`config.mk`:
```
export PLATFORM = sky130hd
export DESIGN_NAME = mult_seq
export DESIGN_NICKNAME = d
export VERILOG_FILES = /design/src/rtl/mult_pkg.sv /design/src/rtl/cla.sv /design/src/rtl/mult_seq.sv
export SDC_FILE = /design/constraint.sdc
export NUM_CORES = 1
export LEC_CHECK = 0
export ABC_AREA = 1
export CAP_MARGIN = 30
export CORE_MARGIN = 5
export CORE_UTILIZATION = 51
export CTS_BUF_LIST = sky130_fd_sc_hd__clkbuf_4 sky130_fd_sc_hd__clkbuf_8
export DETAILED_ROUTE_END_ITERATION = 10
export PLACE_DENSITY = 0.88
export SYNTH_ARGS = -nofsm -noshare
export SYNTH_HDL_FRONTEND = slang
export SYNTH_SLANG_ARGS = --single-unit
```
`constraint.sdc`:
```
create_clock -name clk -period 3.2 [get_ports clk]
set_input_delay 0.64 -clock clk [delete_from_list [all_inputs] [get_ports clk]]
set_output_delay 0.64 -clock clk [all_outputs]
set_load 0.01 [all_outputs]
```
`src/rtl/mult_pkg.sv`:
```
// Shared constants and FSM state type for the sequential shift-and-add multiplier.
package mult_pkg;

  localparam int unsigned N_BITS    = 32;
  localparam int unsigned CNT_W     = 6;
  localparam int unsigned LAST_ITER = 31;

  typedef enum logic [1:0] {
    IDLE = 2'd0,
    RUN  = 2'd1,
    DONE = 2'd2
  } state_t;

endpackage

```
`src/rtl/cla.sv`:
```
// 32-bit adder built from eight 4-bit carry-lookahead blocks whose carries ripple block to block.
module cla
  import mult_pkg::*;
(
  input  logic [N_BITS-1:0] i_a,
  input  logic [N_BITS-1:0] i_b,
  input  logic              i_cin,
  output logic [N_BITS-1:0] o_sum,
  output logic              o_cout
);

  localparam int unsigned BLK_W = 4;
  localparam int unsigned N_BLK = N_BITS / BLK_W;

  logic [N_BLK:0] w_c;

  assign w_c[0] = i_cin;

  for (genvar gi = 0; gi < int'(N_BLK); gi++) begin : g_blk
    logic [BLK_W-1:0] w_g;
    logic [BLK_W-1:0] w_p;
    logic [BLK_W:0]   w_cc;

    assign w_g = i_a[gi*BLK_W +: BLK_W] & i_b[gi*BLK_W +: BLK_W];
    assign w_p = i_a[gi*BLK_W +: BLK_W] ^ i_b[gi*BLK_W +: BLK_W];

    // Carries inside the block are computed in parallel from the block carry-in.
    assign w_cc[0] = w_c[gi];
    assign w_cc[1] = w_g[0] | (w_p[0] & w_cc[0]);
    assign w_cc[2] = w_g[1] | (w_p[1] & w_g[0]) | (w_p[1] & w_p[0] & w_cc[0]);
    assign w_cc[3] = w_g[2] | (w_p[2] & w_g[1]) | (w_p[2] & w_p[1] & w_g[0])
                   | (w_p[2] & w_p[1] & w_p[0] & w_cc[0]);
    assign w_cc[4] = w_g[3] | (w_p[3] & w_g[2]) | (w_p[3] & w_p[2] & w_g[1])
                   | (w_p[3] & w_p[2] & w_p[1] & w_g[0])
                   | (w_p[3] & w_p[2] & w_p[1] & w_p[0] & w_cc[0]);

    assign o_sum[gi*BLK_W +: BLK_W] = w_p ^ w_cc[BLK_W-1:0];
    assign w_c[gi+1]                = w_cc[BLK_W];
  end

  assign o_cout = w_c[N_BLK];

endmodule

```
`src/rtl/mult_seq.sv`:
```
// Sequential 32x32 unsigned multiplier: one cla adder iterated 32 times, start/done handshake.
module mult_seq
  import mult_pkg::*;
(
  input  logic                  clk,
  input  logic                  rst_n,
  input  logic                  start,
  input  logic [N_BITS-1:0]     a,
  input  logic [N_BITS-1:0]     b,
  output logic                  busy,
  output logic                  done,
  output logic [2*N_BITS-1:0]   product
);

  state_t            r_state;
  logic [N_BITS-1:0] r_mcand;
  logic [N_BITS-1:0] r_hi;
  logic [N_BITS-1:0] r_lo;
  logic [CNT_W-1:0]  r_cnt;
  logic              r_busy;
  logic              r_done;

  logic [N_BITS-1:0] w_addend;
  logic [N_BITS-1:0] w_sum;
  logic              w_cout;

  assign w_addend = r_lo[0] ? r_mcand : '0;

  cla u_add (
    .i_a    (r_hi),
    .i_b    (w_addend),
    .i_cin  (1'b0),
    .o_sum  (w_sum),
    .o_cout (w_cout)
  );

  // FSM, counter and shift registers; the adder carry-out becomes the new top bit of hi.
  always_ff @(posedge clk) begin
    if (!rst_n) begin
      r_state <= IDLE;
      r_mcand <= '0;
      r_hi    <= '0;
      r_lo    <= '0;
      r_cnt   <= '0;
      r_busy  <= 1'b0;
      r_done  <= 1'b0;
    end else begin
      case (r_state)
        IDLE: begin
          r_done <= 1'b0;
          if (start) begin
            r_mcand <= a;
            r_lo    <= b;
            r_hi    <= '0;
            r_cnt   <= '0;
            r_busy  <= 1'b1;
            r_state <= RUN;
          end
        end
        RUN: begin
          r_hi  <= {w_cout, w_sum[N_BITS-1:1]};
          r_lo  <= {w_sum[0], r_lo[N_BITS-1:1]};
          r_cnt <= CNT_W'(r_cnt + CNT_W'(1));
          if (r_cnt == CNT_W'(LAST_ITER)) begin
            r_done  <= 1'b1;
            r_state <= DONE;
          end
        end
        DONE: begin
          r_done  <= 1'b0;
          r_busy  <= 1'b0;
          r_state <= IDLE;
        end
        default: begin
          r_done  <= 1'b0;
          r_busy  <= 1'b0;
          r_state <= IDLE;
        end
      endcase
    end
  end

  assign busy    = r_busy;
  assign done    = r_done;
  assign product = {r_hi, r_lo};

endmodule

```
==> results of run 1 <==
-- final cells by class --
cell class	instances	area [sq um]	share of cell area [%]
Inverter	98	368	5.21
Sequential cell	106	2120	30.0
Multi-Input combinational cell	460	2770	39.2
Timing Repair Buffer	146	1430	20.2
Tap cell	136	170	2.41
Clock buffer	13	173	2.45
Clock inverter	2	35.0	0.496
-- cells in the final DEF, fill, tap and decap left out, types with 3 or more instances in the layout --
cell               n
inv_1             97
nand2_4           12
o221ai_1          32
nor2_2             3
ha_1              33
nor3_1             4
a32o_1            10
nand3_1           21
nand2_2            4
nand2_1           89
a221oi_1           3
nor2_1            87
clkdlybuf4s50_1  131
dfxtp_1          106
o21ai_0           55
fa_1               8
a21oi_1           82
buf_4             13
clkbuf_8          12
-- power breakdown --
part           total, mW  internal [mW]  leakage (nW)  switching, mW
sequential          1.47           1.40         0.870         0.0616
clock              0.868          0.430         0.109          0.438
combinational      0.529          0.254          2.27          0.275
total               2.86           2.09          3.25          0.775
-- flip-flops by register name, summed over array words and instances (netlist names) --
| name | count |
|---|---|
| r_lo | 32 |
| done | 1 |
| r_hi | 32 |
| r_state | 2 |
| busy | 1 |
| r_mcand | 32 |
| r_cnt | 6 |
-- path summary, 6_finish.rpt --
kind            from  endpoint  slack [ns]  depth (start not counted)
max reg2reg  r_lo[0]  r_hi[28]        0.28                         23
min reg2reg  r_lo[2]   r_lo[2]        0.47                          2
min          r_lo[2]   r_lo[2]        0.47                          2
max          r_lo[0]  r_hi[28]        0.28                         23
-- layer usage --
layer | vias to the layer above | share of wire, %
met5 | - | 0
met2 | 167 | 50
met1 | 2501 | 40
met3 | 31 | 7.0
li1 | 2576 | -
met4 | 0 | 2.2
-- timing repair --
action                     CTS  global route
setup endpoints to repair    0             1
resized for setup            0             1
hold endpoints to repair     0             0
setup buffers                0             0
-- logic make-up after synthesis --
logic type               share of synthesized area [%]
AO/OA/AOI/OAI                                     21.5
buffers and inverters                             9.66
XOR/XNOR                                         0.162
flip-flops                                        39.3
adder cells (fa/ha/maj)                           10.6
AND/OR/NAND/NOR                                   18.8
-- worst max-delay path: stages (launching register included) --
cell	delay, ns
dfxtp_1	0.35
buf_6	0.20
nand2_1	0.07
inv_1	0.05
ha_1	0.24
or2_0	0.21
nand2_1	0.08
nand2_2	0.08
nand2_2	0.08
nand2_4	0.07
nand2_4	0.06
nand2_4	0.06
nand2_4	0.07
nand2_4	0.06
nand2_4	0.08
nand2_4	0.06
nand2_4	0.08
nand2_4	0.06
nand2_4	0.08
nand2_4	0.06
fa_1	0.39
a21oi_1	0.14
o21ai_0	0.09
a21oi_1	0.12
-- through the flow --
stage / util [%] / worst slack, ns
after floorplan: - / 0.168
after global placement: 66.4 / 0.368
after detailed placement: 66.4 / 0.278
after CTS: 68.4 / 0.242
final: 68.4 / 0.284
after global routing: 68.4 / 0.0131
==> impl_metrics.tcl, run 1 <==
set metrics [dict create \
    status "complete, no violations" \
    fmax_mhz 343 \
    via_count 5275 \
    synthTopCellsByArea "dfxtp_1, ha_1, a21oi_1" \
    worstPathRequired_ns 3.50 \
    drv_cap 0 \
    grt_busiest_layer "met2" \
    insertion_delay_ns 0.37 \
    cp_max_fo 20 \
    clk_pin_slew_ns 0.10 \
    die_h_um 113 \
    seq_area_frac_synth_pct 39.3 \
    vdd_ir_drop_max_mv 0.244 \
    fin_area_sq_mm 0.00706 \
    synth_top_cell_by_area "dfxtp_1" \
    syn_nets 811 \
    synthCells 703 \
    ys.flop_type "dfxtp_1" \
    p_total_mw 2.86 \
    finalMaxSlewViolations 0 \
    synth_common_cells "dfxtp_1, inv_1, nand2_1, nor2_1, a21oi_1" \
    diodes 0 \
    tightest_slew_ns 0.760 \
    netlist.area_leader.share_pct 39.3 \
    cellPowerDensity_mw_per_mm2 406 \
    synth.most_common_cell "dfxtp_1" \
    final_cells 961 \
    worstSetupPathType "flip-flop to flip-flop" \
    slew_headroom_pct 49.3 \
    rsz0062_at_grt "false" \
    dp_cells 946 \
    cts_buffer_depth 2 \
    dp_hpwl_um 10400 \
    initial_core_util_pct 52.3 \
    cts-root-buf "clkbuf_8" \
    met2_usage_pct 40.5 \
    hold_violations 0 \
    holdWs_ns 0.469 \
    ys_ff_latch 106 \
    grtUsageTotal_pct 23.1 \
    finalCritPeriodShare_pct 91.1 \
    finalCriticalPeriod_ns 2.92 \
    cp-end-kind "flip-flop" \
    route.detailed.drc 0 \
    async_reset_ff_share_pct 0 \
    hold_buffers 0 \
    pin_count 133 \
    cts_sinks 106 \
    die_w_um 113 \
    drtPass1Iterations 5 \
    wl_um 14400 \
    placed_cell_area_sq_mm 0.00685 \
    met3_usage_pct 5.72 \
    postRouteAntennaNets 0 \
    numCtsBuffers 9 \
    grt_max_degree 81 \
    first_iter_violations 461 \
    cts_max_level 3 \
    worstPathArrival_ns 3.22 \
    setup_violations 0 \
    rows 37 \
    nNetsFinal 929 \
    grt_pass1_wl_um 24600 \
    skew_ns 0.0111 \
    core_area_sq_mm 0.0103 \
    power_leakage_nw 3.25 \
    antenna_found_initial 0 \
    synth_cell_types 32 \
    vias_per_cell 5.49 \
    hp-class "flip-flop to flip-flop" \
    startpoint_type "flip-flop" \
    port_buffers 132 \
    drive_gt1_share_pct 6.67 \
    grt_pass1_vias 5352 \
    nFillCells 838 \
    yosysWarnings 0 \
    cts_tree "yes" \
    grt_util_met1_pct 26.9 \
    synth_edf_count 0 \
    grt-ovfl-total 0 \
    synth_area_per_cell_sq_um 7.69 \
    wire_per_inst_um 15.0 \
    syn_to_final_growth_pct 30.7 \
    netlist_area_sq_mm 0.00540 \
    fp.dieArea_sq_mm 0.0128 \
    gp_congestion 0.869 \
    setup_tns_ns 0 \
]
Power figures use the tool's default switching activity.
==> inputs of run 2 (changes only) <==
Settings changed: PLACE_DENSITY 0.88 to 0.87.
==> run 2 against run 1 <==
  * Global-route usage shrank 0.16 points
  * Final cell count shrank 0.10%
  * Clock power shrank 14%
  * Routed wire length grew 1.2%
  * Non-clock buffer count shrank 1
  * Critical endpoint unchanged
  * Highest routed layer unchanged
==> impl_metrics.tcl, run 2 (synthesis gave the netlist of run 1 again) <==
set metrics [dict create \
    status "complete, no violations" \
    tightest_slew_ns 0.758 \
    dp_cells 944 \
    top_regs "r_hi: 32 flops, r_lo: 32 flops, r_mcand: 32 flops" \
    drtPass1Iterations 6 \
    grt_pass1_vias 5214 \
    fin_area_sq_mm 0.00708 \
    finalCritPeriodShare_pct 92.9 \
    grtUsageTotal_pct 23.0 \
    startpoint_type "flip-flop" \
    antenna_found_initial 0 \
    dpl_worst_slack_ns 0.184 \
    via_count 5223 \
    final_cell_mix "clkdlybuf4s50_1, dfxtp_1, inv_1" \
    diodes 0 \
    first_iter_violations 320 \
    setup_tns_ns 0 \
    skew_ns 0.00915 \
    initial_core_util_pct 52.3 \
    mostFrequentLayoutCell "clkdlybuf4s50_1" \
    cts_buffer_depth 2 \
    grt_max_degree 81 \
    hp-class "flip-flop to flip-flop" \
    dp_hpwl_um 10300 \
    cts_max_level 3 \
    syn_to_final_growth_pct 31.0 \
    utilization_pct 68.5 \
    finalWorstSetupSlack_ns 0.227 \
    cts-root-buf "clkbuf_8" \
    insertion_delay_ns 0.38 \
    port_buffers 132 \
    rows 37 \
    die_w_um 113 \
    wl_um 14600 \
    fmax_mhz 336 \
    hold_buffers 0 \
    wire_per_inst_um 15.2 \
    clk_pin_slew_ns 0.10 \
    route.detailed.drc 0 \
    pin_count 133 \
    slew_headroom_pct 49.4 \
    vias_per_cell 5.44 \
    setup_violations 0 \
    grt-ovfl-total 0 \
    drv_cap 0 \
    gp_congestion 0.915 \
    finalCriticalPeriod_ns 2.97 \
    p_total_mw 2.76 \
    vdd_ir_drop_max_mv 0.317 \
    placed_cell_area_sq_mm 0.00687 \
    cts_tree "yes" \
    fp.dieArea_sq_mm 0.0128 \
    core_area_sq_mm 0.0103 \
    grt_pass1_wl_um 24300 \
    power_leakage_nw 3.24 \
    worstPathArrival_ns 3.29 \
    cp-end-kind "flip-flop" \
    cellPowerDensity_mw_per_mm2 390 \
    worstPathRequired_ns 3.52 \
    drive_gt1_share_pct 6.92 \
    postRouteAntennaNets 0 \
    rsz0062_at_grt "false" \
    finalMaxSlewViolations 0 \
    worstSetupPathType "flip-flop to flip-flop" \
    nNetsFinal 928 \
    numCtsBuffers 9 \
    die_h_um 113 \
    cts_sinks 106 \
    holdWs_ns 0.471 \
    hold_violations 0 \
    final_cells 960 \
    cp_max_fo 16 \
]
## run 2: cell types whose count changed in the layout (fill, tap and decap cells not counted), sizes merged
cell / before / now
clkinvlp: 0 / 1
bufinv: 1 / 0
clkbuf: 13 / 11
buf: 15 / 13
clkinv: 1 / 4
## run 2: final timing paths
kind / start / endpoint / slack, ns / cells after the start
worst max register to register: r_lo[0] / r_hi[28] / 0.23 / 23
worst min-delay path: r_lo[17] / r_lo[17] / 0.47 / 2
worst max-delay path: r_lo[0] / r_hi[28] / 0.23 / 23
worst min register to register: r_lo[17] / r_lo[17] / 0.47 / 2
## run 2: what timing repair did
action | in CTS | in global routing
buffers inserted | 0 | 0
gates resized for setup | 0 | 4
setup endpoints to repair | 0 | 1
## run 2: area by class of cell
| class | instances | area (sq um) |
|---|---|---|
| inverter | 98 | 368 |
| tap | 136 | 170 |
| sequential | 106 | 2130 |
| fill | 835 | 3250 |
| clock inverter | 5 | 31.3 |
| clock buffer | 10 | 138 |
| multi-input combinational | 460 | 2780 |
| timing repair buffer | 145 | 1470 |
## run 2: layer usage
| layer | wire [um] | global-route usage (%) | vias to the layer above |
|---|---|---|---|
| met5 | 0 | 0 | - |
| met3 | 1110 | 7.43 | 26 |
| met1 | 6130 | 27.8 | 2449 |
| met2 | 7100 | 38.6 | 176 |
| met4 | 271 | 7.45 | 0 |
| li1 | - | - | 2572 |
## run 2: report_power, final
group          switching [mW]  internal (mW)
sequential             0.0626           1.41
clock                   0.448          0.297
combinational           0.282          0.265
## run 2: worst max-delay path, stage by stage (launching register included)
cell and delay, ns:
dfxtp_4 0.38, buf_12 0.16, nand2_1 0.07, inv_1 0.04
ha_1 0.31, or2_0 0.24, nand2_1 0.09, nand2_2 0.08
nand2_2 0.08, nand2_4 0.07, nand2_4 0.06, nand2_4 0.06
nand2_4 0.07, nand2_4 0.06, nand2_4 0.08, nand2_4 0.06
nand2_4 0.08, nand2_4 0.06, nand2_4 0.08, nand2_4 0.06
fa_2 0.36, a21oi_2 0.14, o21ai_0 0.10, a21oi_1 0.12
==> inputs of run 3 (changes only) <==
Settings changed: CORE_MARGIN 5 to unset.
==> run 3 against run 2 <==
  * Global-route usage rose by 3.6 points
  * Sequential share of layout area increased by 0.11 points
  * Non-clock buffer count unchanged
  * Critical path type unchanged
  * Largest power group unchanged
  * Highest routed layer unchanged
==> impl_metrics.tcl, run 3 (synthesis gave the netlist of run 1 again) <==
set metrics [dict create \
    status "complete, no violations" \
    critical_path.top_delay_family "simple AND/OR/NAND/NOR gates" \
    worstPathRequired_ns 3.51 \
    cp_max_fo 12 \
    diodes 0 \
    rows 37 \
    drtPass1Iterations 5 \
    cp-end-kind "flip-flop" \
    r2r_start "r_lo[0]" \
    antenna_found_initial 0 \
    nNetsFinal 928 \
    utilization_pct 68.6 \
    worstSetupPathType "flip-flop to flip-flop" \
    die_h_um 105 \
    crit_slowest_cell "fa_1" \
    postCtsSetupRepairBufs 0 \
    cellPowerDensity_mw_per_mm2 399 \
    cts_max_level 3 \
    cts_tree "yes" \
    setup_tns_ns 0 \
    final_cell_mix "clkdlybuf4s50_1, dfxtp_1, inv_1" \
    grt_pass1_vias 5258 \
    hp-class "flip-flop to flip-flop" \
    finalMaxSlewViolations 0 \
    cts-root-buf "clkbuf_8" \
    wire_per_inst_um 14.7 \
    worstHoldStart "r_lo[23]" \
    skew_ns 0.0152 \
    pin_count 133 \
    vias_per_cell 5.46 \
    drive_gt1_share_pct 7.03 \
    path_buf_inv 2 \
    power_leakage_nw 3.24 \
    cts_buffer_depth 2 \
    clk_pin_slew_ns 0.10 \
    worstPathArrival_ns 3.33 \
    gp_congestion 0.926 \
    die_w_um 105 \
    finalCritPeriodShare_pct 94.4 \
    grt-ovfl-total 0 \
    startpoint_type "flip-flop" \
    first_iter_violations 283 \
    grt_max_degree 67 \
    syn_to_final_growth_pct 30.5 \
    cts_sinks 106 \
    finalCriticalPeriod_ns 3.02 \
    drv_cap 0 \
    top_regs "r_hi: 32 flops, r_lo: 32 flops, r_mcand: 32 flops" \
    hold_violations 0 \
    port_buffers 132 \
    core_area_sq_mm 0.0103 \
    rsz0062_at_grt "false" \
    fmax_mhz 331 \
    p_total_mw 2.81 \
    via_count 5246 \
    postRouteAntennaNets 0 \
    tightest_slew_ns 0.745 \
    wl_um 14200 \
    cpMostUsedCell "nand2_4" \
    route.detailed.drc 0 \
    initial_core_util_pct 52.6 \
    insertion_delay_ns 0.38 \
    worstSetupStartpoint "r_lo[0]" \
    mostFrequentLayoutCell "clkdlybuf4s50_1" \
    setup_violations 0 \
    worstPathCellList "buf_6 -> nand2_1 -> inv_1 -> ha_1 -> nand3_1 -> nor2_1 -> a211oi_4 -> nand2_4 -> nand2_4 -> nand2_4 -> nand2_4 -> nand2_4 -> nand2_4 -> nand2_4 -> nand2_4 -> nand2_4 -> fa_1 -> a21oi_1 -> o21ai_0 -> a21oi_1" \
    dp_hpwl_um 10200 \
    grtUsageTotal_pct 26.5 \
    grt_pass1_wl_um 23800 \
    numCtsBuffers 9 \
    vdd_ir_drop_max_mv 0.281 \
    slew_headroom_pct 50.3 \
    fp.dieArea_sq_mm 0.0110 \
    max_stage_delay_ns 0.40 \
]
==> run 3: metal layers <==
layer  up-vias  part of all wire [%]  track usage (%)
met1      2459                    42             31.1
li1       2573                     -                -
met5         -                     0                0
met4         0                   2.5             9.96
met3        37                   7.6             8.55
met2       177                    48             45.2
==> run 3: tightest hold or removal path, cell delays in order (launching register included) <==
cell and delay [ns]:
dfxtp_1 0.33, inv_1 0.05, a21oi_1 0.05
==> run 3: power breakdown <==
part	switching (mW)	leakage, nW	total [mW]	internal [mW]
registers	0.0638	0.871	1.47	1.41
logic	0.274	2.27	0.526	0.252
clock network	0.459	0.103	0.817	0.358
==> run 3: what timing repair did <==
action / 4_1_cts / 5_1_grt
hold buffers: 0 / 0
hold endpoints to repair: 0 / 0
gates resized for setup: 0 / 5
endpoints found under the setup margin: 0 / 2
==> run 3: metrics by stage <==
stage / area (sq um) / hold WS [ns] / instances / setup WS, ns
floorplan: 5400 / 0.424 / 703 / 0.168
global placement: 6840 / 0.446 / 945 / 0.314
detailed placement: 6840 / 0.454 / 945 / 0.0747
CTS: 7040 / 0.469 / 961 / 0.0528
global route: 7050 / 0.493 / 961 / 0.0192
finish: 7050 / 0.469 / 961 / 0.180
==> run 3: final cells by class <==
type	count	area, sq um
clock buffer	13	173
clock inverter	3	22.5
fill	834	3230
inverter	98	368
multi-input combinational	460	2780
sequential	106	2130
tap	136	170
timing repair buffer	145	1420
==> run 3: worst paths after layout <==
| check | endpoint | slack, ns | cells past startpoint |
|---|---|---|---|
| max reg2reg | r_hi[28] | 0.18 | 20 |
| min | r_lo[23] | 0.47 | 2 |
| max | r_hi[28] | 0.18 | 20 |
| min reg2reg | r_lo[23] | 0.47 | 2 |
